<file path="config.mk">
export PLATFORM = sky130hd
export DESIGN_NAME = uart_rx
export DESIGN_NICKNAME = d
export VERILOG_FILES = /design/src/rtl/uart_pkg.sv /design/src/rtl/sync_2ff.sv /design/src/rtl/uart_rx.sv
export SDC_FILE = /design/constraint.sdc
export NUM_CORES = 1
export LEC_CHECK = 0
export ABC_CLOCK_PERIOD_IN_PS = 3140
export CAP_MARGIN = 20
export CELL_PAD_IN_SITES_DETAIL_PLACEMENT = 0
export CELL_PAD_IN_SITES_GLOBAL_PLACEMENT = 2
export CORE_MARGIN = 4
export CORE_UTILIZATION = 37
export CTS_BUF_LIST = sky130_fd_sc_hd__clkbuf_4 sky130_fd_sc_hd__clkbuf_8
export CTS_CLUSTER_DIAMETER = 30
export DETAILED_ROUTE_END_ITERATION = 8
export PLACE_DENSITY = 0.86
export SETUP_SLACK_MARGIN = 0.15
export SYNTH_ARGS = -nofsm -noshare
export SYNTH_HDL_FRONTEND = slang
export SYNTH_SLANG_ARGS = --single-unit
</file>
<file path="constraint.sdc">
create_clock -name clk -period 3.14 [get_ports clk]
set_input_delay 0.471 -clock clk [delete_from_list [all_inputs] [get_ports clk]]
set_output_delay 0.471 -clock clk [all_outputs]
set_load 0.03 [all_outputs]
</file>
<file path="src/rtl/uart_pkg.sv">
// -----------------------------------------------------------------------------
// uart_pkg
//   Shared definitions for the UART blocks: oversampling constants and the
//   receiver state encoding.
//
//   The PARITY state is always part of the enum so that state encodings stay
//   identical whether or not UART_RX_PARITY_EN is defined.
// -----------------------------------------------------------------------------
package uart_pkg;

    // Oversample ticks per bit period.
    localparam int OVS       = 16;
    // Tick index at the middle of the start bit.
    localparam int START_MID = 7;

    typedef enum logic [2:0] {
        IDLE   = 3'd0,
        START  = 3'd1,
        DATA   = 3'd2,
        PARITY = 3'd3,
        STOP   = 3'd4
    } rx_state;

endpackage : uart_pkg

</file>
<file path="src/rtl/sync_2ff.sv">
// -----------------------------------------------------------------------------
// sync_2ff
//   Two-flop synchronizer that brings an asynchronous signal into the clk
//   domain. Output latency is two clk cycles.
//
//   Parameters:
//     WIDTH    - number of independent bits synchronized
//     RST_VAL  - value both stages take while reset is asserted
//
//   Ports:
//     clk    in   system clock
//     rst_n  in   synchronous active-low reset
//     d      in   asynchronous input
//     q      out  synchronized output
// -----------------------------------------------------------------------------
module sync_2ff #(
    parameter int               WIDTH   = 1,
    parameter logic [WIDTH-1:0] RST_VAL = {WIDTH{1'b1}}
) (
    input  logic             clk,
    input  logic             rst_n,
    input  logic [WIDTH-1:0] d,
    output logic [WIDTH-1:0] q
);

    logic [WIDTH-1:0] meta_q;
    logic [WIDTH-1:0] sync_q;

    // NOTE: reset is sampled on the clock edge (synchronous), so it lives
    // inside the clocked process rather than in the sensitivity list.
    always_ff @(posedge clk) begin
        if (!rst_n) begin
            // NOTE: non-blocking assignments make both stages sample their
            // inputs from before the edge, which is what forms the two-stage chain.
            meta_q <= RST_VAL;
            sync_q <= RST_VAL;
        end else begin
            meta_q <= d;
            sync_q <= meta_q;
        end
    end

    assign q = sync_q;

endmodule : sync_2ff

</file>
<file path="src/rtl/uart_rx.sv">
// -----------------------------------------------------------------------------
// uart_rx
//   UART receive deserializer. Uses a 16x oversample tick to find the middle
//   of the start bit, then samples each data bit (LSB first), an optional
//   parity bit and the stop bit at their bit centres.
//
//   Optional feature: define UART_RX_PARITY_EN to add a parity bit between
//   the data and the stop bit, with the parity_odd input and parity_err output.
//
//   Parameters:
//     DBIT     - data bits per frame (5..9)
//     SB_TICK  - stop-bit length in oversample ticks (16/24/32)
//
//   Ports:
//     clk           in   system clock
//     rst_n         in   synchronous active-low reset
//     tick          in   16x oversample strobe, 1 clk wide
//     rx            in   asynchronous serial line, idle high
//     parity_odd    in   (UART_RX_PARITY_EN) 1 = odd parity, 0 = even parity
//     parity_err    out  (UART_RX_PARITY_EN) pulse with rx_done_tick on parity mismatch
//     dout          out  receive shift register; capture it on rx_done_tick
//     rx_done_tick  out  1-cycle pulse: frame completed with a valid stop bit
//     frame_err     out  1-cycle pulse: stop bit sampled low
// -----------------------------------------------------------------------------
module uart_rx
    import uart_pkg::*;
#(
    parameter int DBIT    = 8,
    parameter int SB_TICK = 16
) (
    input  logic            clk,
    input  logic            rst_n,
    input  logic            tick,
    input  logic            rx,
`ifdef UART_RX_PARITY_EN
    input  logic            parity_odd,
    output logic            parity_err,
`endif
    output logic [DBIT-1:0] dout,
    output logic            rx_done_tick,
    output logic            frame_err
);

    // The tick counter must reach both OVS-1 and SB_TICK-1.
    localparam int S_W = (SB_TICK > OVS) ? $clog2(SB_TICK) : $clog2(OVS);
    localparam int N_W = (DBIT > 1) ? $clog2(DBIT) : 1;

    localparam logic [S_W-1:0] S_START_MID = S_W'(START_MID);
    localparam logic [S_W-1:0] S_BIT_END   = S_W'(OVS - 1);
    localparam logic [S_W-1:0] S_STOP_END  = S_W'(SB_TICK - 1);
    localparam logic [N_W-1:0] N_LAST      = N_W'(DBIT - 1);

    rx_state         state_q, state_d;
    logic [S_W-1:0]  s_q, s_d;
    logic [N_W-1:0]  n_q, n_d;
    logic [DBIT-1:0] b_q, b_d;
`ifdef UART_RX_PARITY_EN
    logic            p_q, p_d;
`endif

    logic            rx_s;
    logic            stop_end;

    sync_2ff #(
        .WIDTH   (1),
        .RST_VAL (1'b1)
    ) u_sync (
        .clk   (clk),
        .rst_n (rst_n),
        .d     (rx),
        .q     (rx_s)
    );

    // State register.
    always_ff @(posedge clk) begin
        if (!rst_n) begin
            state_q <= IDLE;
            s_q     <= '0;
            n_q     <= '0;
            b_q     <= '0;
`ifdef UART_RX_PARITY_EN
            p_q     <= 1'b0;
`endif
        end else begin
            state_q <= state_d;
            s_q     <= s_d;
            n_q     <= n_d;
            b_q     <= b_d;
`ifdef UART_RX_PARITY_EN
            p_q     <= p_d;
`endif
        end
    end

    // Next-state logic.
    always_comb begin
        // NOTE: every variable gets a default before the case statement, so no
        // path leaves it unassigned and no latch is inferred.
        state_d = state_q;
        s_d     = s_q;
        n_d     = n_q;
        b_d     = b_q;
`ifdef UART_RX_PARITY_EN
        p_d     = p_q;
`endif

        unique case (state_q)
            // A falling edge starts the frame without waiting for a tick.
            IDLE: begin
                if (!rx_s) begin
                    state_d = START;
                    s_d     = '0;
                end
            end

            // A line that is high again at mid start bit was a glitch.
            START: begin
                if (tick) begin
                    if (s_q == S_START_MID) begin
                        if (!rx_s) begin
                            state_d = DATA;
                            s_d     = '0;
                            n_d     = '0;
                        end else begin
                            state_d = IDLE;
                        end
                    end else begin
                        s_d = s_q + 1'b1;
                    end
                end
            end

            // Sampling happens one full bit period after the previous centre.
            // Shifting right places the first bit received in bit 0.
            DATA: begin
                if (tick) begin
                    if (s_q == S_BIT_END) begin
                        s_d = '0;
                        b_d = {rx_s, b_q[DBIT-1:1]};
                        if (n_q == N_LAST) begin
`ifdef UART_RX_PARITY_EN
                            state_d = PARITY;
`else
                            state_d = STOP;
`endif
                        end else begin
                            n_d = n_q + 1'b1;
                        end
                    end else begin
                        s_d = s_q + 1'b1;
                    end
                end
            end

            PARITY: begin
`ifdef UART_RX_PARITY_EN
                if (tick) begin
                    if (s_q == S_BIT_END) begin
                        s_d     = '0;
                        p_d     = rx_s;
                        state_d = STOP;
                    end else begin
                        s_d = s_q + 1'b1;
                    end
                end
`else
                state_d = IDLE;
`endif
            end

            STOP: begin
                if (tick) begin
                    if (s_q == S_STOP_END) begin
                        state_d = IDLE;
                    end else begin
                        s_d = s_q + 1'b1;
                    end
                end
            end

            default: state_d = IDLE;
        endcase
    end

    assign stop_end = (state_q == STOP) && tick && (s_q == S_STOP_END);

    // Output logic: the pulses are decoded from the cycle that completes
    // STOP, so each is high for exactly one clk and never together.
    always_comb begin
        rx_done_tick = 1'b0;
        frame_err    = 1'b0;
`ifdef UART_RX_PARITY_EN
        parity_err   = 1'b0;
`endif
        if (stop_end) begin
            if (rx_s) begin
                rx_done_tick = 1'b1;
`ifdef UART_RX_PARITY_EN
                // Data plus parity must have odd weight for odd parity and
                // even weight for even parity.
                parity_err   = ((^b_q) ^ p_q) != parity_odd;
`endif
            end else begin
                frame_err = 1'b1;
            end
        end
    end

    assign dout = b_q;

endmodule : uart_rx

</file>
# Yosys cells after proc, flatten, opt, wreduce, memory -nomap -nowiden
# Index checks and enable logic that the tools add are counted.
# op_classes
n_addsub	2
eq_ne	17
muxes	29
reduce_logical	9
# ops
op	count
$mux 3	14
$mux 4	7
$ne 2x2->1 const B	11
$pmux 4 s4	1
$pmux 3 s4	1
$reduce_and 8->1	1
$reduce_and 7->1	1
$eq 3x3->1 const B	2
$pmux 3 s2	1
$reduce_and 5->1	1
$add 4x1->4 const B	1
$eq 4x3->1 const B	1
$eq 4x4->1 const B	1
$mux 1	4
$reduce_bool 4->1	1
$add 3x1->3 const B	1
$eq 3x1->1 const B	1
$eq 3x2->1 const B	1
$logic_not 3->1	1
$reduce_and 3->1	1
$logic_and 1x1->1	2
$mux 2	1
$reduce_bool 2->1	1
# word_totals
out_inout_bits	10
in_bits	4
ff_bits	20
elab_cells	63

# Longest topological paths before layout
# Gate-level depths: netlist (run 1).
# logic_depth
depth_word	5
depth_mapped	6
depth_no_buf	6

# By module
# A second synthesis (run 1) with hierarchy kept.
# hier_totals
cells_unflattened	122
area_unflattened_um2	1144.8
# by_module_without_submodules
mod	instances	area_per_inst_um2	seq_area_each_um2	cells_per_inst
uart_rx	1	1092.3	360.3	118
sync_2ff	1	52.6	40.0	4

# Worst setup path after synthesis (run 1)
# No wires, ideal clock.
# synth_path
kind	register to output
start	reg s_q[0]
end	out frame_err
t_arrival_ns	1.835
path_buffers	0
slack_ns	0.834
required_time_ns	2.669
stages_incl_launch_ff	4
path_cell_list	dfxtp_1 > ha_1 > nand4_1 > nor4_1
# synth_between
elab_chain_len	3
# synth_lines
element	line_no	rtl
from (decl)	uart_rx.sv:54	logic [S_W-1:0] s_q, s_d;
from (signal assigned)	uart_rx.sv:78	s_q <= '0;
from (signal assigned)	uart_rx.sv:86	s_q <= s_d;
$eq 4x4->1	uart_rx.sv:185	assign stop_end = (state_q == STOP) && tick && (s_q == S_STOP_END);
$logic_and 1x1->1	uart_rx.sv:185	
$mux 1	uart_rx.sv:195	if (stop_end) begin
to (decl)	uart_rx.sv:41	output logic frame_err
# No other way between the ends.

# Worst setup path in the final report (run 1)
# layout_path
start	in tick
end	out frame_err
# layout_between
elab_chain_len	3
# layout_lines
element	line_no	rtl
from (decl)	uart_rx.sv:33	input logic tick,
$logic_and 1x1->1 (2 in series)	uart_rx.sv:185	
$mux 1	uart_rx.sv:195	
# No other way between the ends.

==> results.json, run 1 <==
{
  "synth_cell_types": 41,
  "drtIter0Drc": 25,
  "power.share.clock_pct": 28.4,
  "synth-seq-cells": 20,
  "initial_core_util_pct": 40.5,
  "finalHoldViolCount": 0,
  "syn_area_um2": 1040,
  "critPathKind": "in -> out",
  "wl_per_cell_um": 13.1,
  "drc": 0,
  "switchingPower_w": 0.0000896,
  "antenna_left": 0,
  "crit_path_end_kind": "primary output",
  "rows": 18,
  "p_per_area_nw_per_um2": 335,
  "period_share_pct": 85.4,
  "switching_share_pct": 22.1,
  "seq_area_frac_synth_pct": 38.5,
  "nets": 133,
  "area_delta_synth_final_pct": 16.6,
  "setup_viol_count_final": 0,
  "ios": 14,
  "post-cts-setup-buffers": 0,
  "ir_drop_mv": 0.222,
  "grt_usage_pct": 12.6,
  "finalCriticalPeriod_ns": 2.68,
  "yosys_most_used_dff": "dfxtp_1",
  "die_h_um": 61.0,
  "sequentialPowerShare_pct": 64.2,
  "antenna_found_initial": 0,
  "yosysWarningCount": 0,
  "grt_pass1_vias": 839,
  "instances_no_fill": 154,
  "dieArea_um2": 3720,
  "min_path_type": "reg -> reg",
  "async_flop_share_pct": 0,
  "final.setup.tns_ns": 0,
  "synth_common_cells": "dfxtp_1, nor2b_1, mux2i_1, nand2_1, nand2b_1",
  "cts_sinks": 20,
  "clockBufferDepth": 2,
  "clkLatencyLatePin_ns": 0.29,
  "io_buffers": 13,
  "cp.arrival_ns": 2.21,
  "finalMaxSlewViolations": 0,
  "yosys.area.top_type_share_pct": 38.5,
  "total_power_w": 0.000406,
  "synth_top_cell_by_area": "dfxtp_1",
  "hold_buffers": 0,
  "synth-edff-count": 0,
  "die_x_um": 61.0,
  "crit_fanout": 5,
  "cts_resized": 0,
  "internal_power_w": 0.000317,
  "cts_root_buffer": "clkbuf_4",
  "dp.cells": 151,
  "max_freq_ghz": 0.373,
  "cts_buffers": 3,
  "p_leak_nw": 0.409,
  "grt_setup_unrepaired": "false",
  "antennaDiodeCount": 0,
  "dpl.hpwl_mm": 1.46,
  "comb_power_share_pct": 7.4,
  "final_layout_size_suffix_gt1_share_pct": 9.68,
  "status": "complete, no violations",
  "coreArea_um2": 2570,
  "tritoncts": "yes",
  "worst_slew_pin_slew_ns": 0.447,
  "relSlewSlack_pct": 70.2,
  "start_kind": "input pin",
  "num_vias": 825,
  "synth_most_common_cell": "dfxtp_1",
  "synth.area.top_cells": "dfxtp_1, mux2i_1, nor2b_1, ha_1, nand2b_1",
  "syn_inst": 112,
  "cts.reportedPaths.clkPinSlew_ns": 0.10,
  "cap_violations": 0,
  "fin_skew_ns": 0.00474,
  "cp.required_ns": 2.67,
  "grt_pass1_wl_mm": 3.59,
  "gp_congestion": 0.827,
  "htree_levels": 1,
  "wl_mm": 2.01,
  "routed_via_density": 5.36,
  "grt-ovfl-total": 0,
  "synth_nets": 119,
  "grt_max_degree": 21,
  "syn_avg_cell_area_um2": 9.28,
  "firstDrtPassIters": 4
}
[cell families (layout without fill, tap and decap cells)]
group / after synthesis / in the layout / share of synthesized area [%]
multiplexers: 9 / 9 / 8.78
XOR/XNOR: 2 / 2 / 1.69
AND/OR/NAND/NOR: 47 / 47 / 27.8
AO/OA/AOI/OAI: 21 / 21 / 14.4
adder cells (fa/ha/maj): 4 / 4 / 4.57
buffers and inverters: 9 / 21 / 4.21
flip-flops: 20 / 20 / 38.5
[area by class of cell]
| cell class | count | area (µm²) |
|---|---|---|
| Timing Repair Buffer | 15 | 145 |
| Tap cell | 30 | 37.5 |
| Multi-Input combinational cell | 83 | 596 |
| Clock buffer | 3 | 22.5 |
| Fill cell | 261 | 1360 |
| Inverter | 3 | 11.3 |
| Sequential cell | 20 | 400 |
[power groups by stage]
stage / clock network [W] / logic (W) / registers (W)
finish: 0.000115 / 0.0000301 / 0.000261
global route: 0.000138 / 0.0000337 / 0.000262
CTS: 0.000123 / 0.0000302 / 0.000261
floorplan: 0 / 0.0000240 / 0.000264
detailed placement: 0 / 0.0000301 / 0.000267
global placement: 0 / 0.0000299 / 0.000267
[per-layer routing]
metal  wire length [µm]  track usage (%)
met2                887             19.7
met3                118             3.35
met5                  0                0
met1                988             16.7
met4                 15             4.64
[metrics by stage]
step	util, %	hold slack [ns]	worst slack [ns]	cell area [µm²]
6_report	47.2	0.422	0.459	1210
5_1_grt	47.2	0.457	0.325	1210
4_1_cts	47.2	0.427	0.470	1210
3_5_place_dp	46.3	0.401	0.479	1190
3_3_place_gp	46.3	0.391	0.490	1190
2_1_floorplan	-	0.386	0.834	1040
[placed cells by master (no fill, tap or decap), types with 2 or more instances in the layout]
master            n
dfxtp_1          20
clkdlybuf4s50_1  13
nor2b_1          10
nand2_1           8
mux2i_1           8
nand2b_1          5
a21oi_1           4
nand3_1           4
inv_1             3
ha_1              3
clkbuf_4          3
nor4_1            2
or3b_4            2
nor3_1            2
nand4b_1          2
o21ai_1           2
and2_1            2
a22o_1            2
o21ai_0           2
o21a_1            2
xnor2_1           2
o22ai_1           2
nor2_1            2
buf_4             2
[sequential cells by signal, indices dropped and copies added, names as in the netlist]
| name | count |
|---|---|
| dout | 8 |
| state_q | 3 |
| s_q | 4 |
| n_q | 3 |
| u_sync.meta_q | 1 |
| u_sync.q | 1 |
[worst paths after layout]
path                      start         to  slack [ns]  cells after the start
setup / recovery           tick  frame_err        0.46                      4
hold / removal    u_sync.meta_q   u_sync.q        0.42                      1
setup reg to reg     state_q[1]     n_q[0]        1.30                      5
hold reg to reg   u_sync.meta_q   u_sync.q        0.42                      1
[critical path, cell delays in order]
cell and delay (ns):
clkdlybuf4s50_1 0.58, nand4_1 0.18, nor4_1 0.26, clkdlybuf4s50_1 0.71
Note: power is estimated with default switching activity, not from simulation.
==> inputs of run 2 (changes only) <==
Settings changed: GPL_ROUTABILITY_DRIVEN set to 0.
==> results of run 2 <==
Final layout, timing and power as in run 1 (identical DEF).
==> inputs of run 3 (changes only) <==
Settings changed: REMOVE_ABC_BUFFERS set to 1, TNS_END_PERCENT set to 30.
==> run 3 against run 2 <==
Global-route usage unchanged; first-iteration DRC count shrank 60%; sequential power hardly changed; largest cell class unchanged.
==> results.json, run 3 (same netlist as run 1, synthesis figures left out) <==
{
  "area_delta_synth_final_pct": 17.9,
  "status": "complete, no violations",
  "critPathKind": "in -> out",
  "fin_skew_ns": 0.00140,
  "p_leak_nw": 0.416,
  "grt-ovfl-total": 0,
  "htree_levels": 1,
  "start_kind": "input pin",
  "drc": 0,
  "p_per_area_nw_per_um2": 356,
  "dpl.hpwl_mm": 1.50,
  "crit_slowest_cell": "clkdlybuf4s50_1",
  "clockBufferDepth": 2,
  "fin_area_um2": 1230,
  "routed_via_density": 5.37,
  "firstDrtPassIters": 4,
  "wl_per_cell_um": 12.8,
  "max_freq_ghz": 0.376,
  "grt_setup_unrepaired": "false",
  "crit_chain": "clkdlybuf4s50_1 > nand4_1 > nor4_1 > clkdlybuf4s50_1",
  "grt_usage_pct": 12.6,
  "num_vias": 832,
  "grt_max_degree": 15,
  "finalHoldViolCount": 0,
  "final_layout_size_suffix_gt1_share_pct": 10.4,
  "ir_drop_mv": 0.233,
  "place_area_um2": 1190,
  "antenna_found_initial": 0,
  "crit_path_end_kind": "primary output",
  "grt_pass1_vias": 825,
  "worst_slew_pin_slew_ns": 0.421,
  "dieArea_um2": 3720,
  "setup_viol_count_final": 0,
  "io_buffers": 13,
  "rows": 18,
  "antenna_left": 0,
  "die_h_um": 61.0,
  "post-cts-setup-buffers": 0,
  "initial_core_util_pct": 40.5,
  "final.setup.tns_ns": 0,
  "drtIter0Drc": 10,
  "reg2reg_depth": 5,
  "min_path_type": "reg -> reg",
  "most-common-layout-cells": "dfxtp_1, clkdlybuf4s50_1, nor2b_1",
  "worstHoldStart": "u_sync.meta_q",
  "cts_buffers": 3,
  "cp.arrival_ns": 2.19,
  "cts_resized": 0,
  "clkLatencyLatePin_ns": 0.29,
  "r2r-start": "state_q[2]",
  "antennaDiodeCount": 0,
  "hold_buffers": 0,
  "tritoncts": "yes",
  "period_share_pct": 84.8,
  "cap_violations": 0,
  "grt_pass1_wl_mm": 3.62,
  "cp.required_ns": 2.67,
  "r2r_setup_slack_ns": 1.28,
  "ios": 14,
  "cts.reportedPaths.clkPinSlew_ns": 0.11,
  "crit_top_cell": "clkdlybuf4s50_1",
  "cp_num_buf_inv": 2,
  "largest_reg_flops": 8,
  "finalMaxSlewViolations": 0,
  "final_common_cell": "dfxtp_1",
  "nets": 133,
  "path_delay_family": "buffers and inverters",
  "r2r-end": "s_q[3]",
  "min_to": "u_sync.q",
  "wl_mm": 1.98,
  "cp_num_cells": 4,
  "relSlewSlack_pct": 71.9,
  "min_path_cells": 1,
  "finalCriticalPeriod_ns": 2.66,
  "crit_fanout": 5,
  "cts_root_buffer": "clkbuf_4",
  "n_fill_cell": 262,
  "die_x_um": 61.0,
  "cts_sinks": 20,
  "coreArea_um2": 2570,
  "final_core_utilization_pct": 47.8,
  "critPathMaxStageDelay_ns": 0.72
}
run 3: worst max-delay path by stage:
stage | slack [ns] | end | start
after floorplan | 0.83 | frame_err | s_q[0]
after global placement | 0.48 | frame_err | tick
after detailed placement | 0.48 | frame_err | tick
after CTS | 0.47 | frame_err | tick
after global routing | 0.36 | frame_err | tick
final | 0.48 | frame_err | tick
run 3: cell type report:
type	instances	area, µm²	share of cell area, %
Multi-Input combinational cell	83	596	48.6
Timing Repair Buffer	15	145	11.8
Sequential cell	20	400	32.7
Inverter	3	11.3	0.918
Tap cell	30	37.5	3.06
Clock buffer	4	36.3	2.96
run 3: report_power, final:
| group | total [W] | switching (W) | internal, W | leakage [nW] |
|---|---|---|---|---|
| Sequential | 0.000261 | 0.00000468 | 0.000256 | 0.162 |
| Clock | 0.000145 | 0.0000747 | 0.0000705 | 0.0210 |
| Combinational | 0.0000298 | 0.0000139 | 0.0000159 | 0.233 |
| Total | 0.000436 | 0.0000933 | 0.000343 | 0.416 |
run 3: routing by layer:
layer	routed length (µm)	global-route usage, %	share of wire (%)
met5	0	0	0
met4	13	3.41	0.66
met3	119	3.56	6.0
met2	881	19.1	45
met1	965	17.6	49
run 3: stage by stage:
| step | hold slack [ns] | total power [W] | setup WS (ns) | instances |
|---|---|---|---|---|
| floorplan | 0.386 | 0.000284 | 0.833 | 106 |
| global placement | 0.402 | 0.000297 | 0.475 | 151 |
| detailed placement | 0.402 | 0.000297 | 0.476 | 151 |
| CTS | 0.429 | 0.000444 | 0.470 | 155 |
| global route | 0.465 | 0.000461 | 0.355 | 155 |
| finish | 0.423 | 0.000436 | 0.477 | 155 |
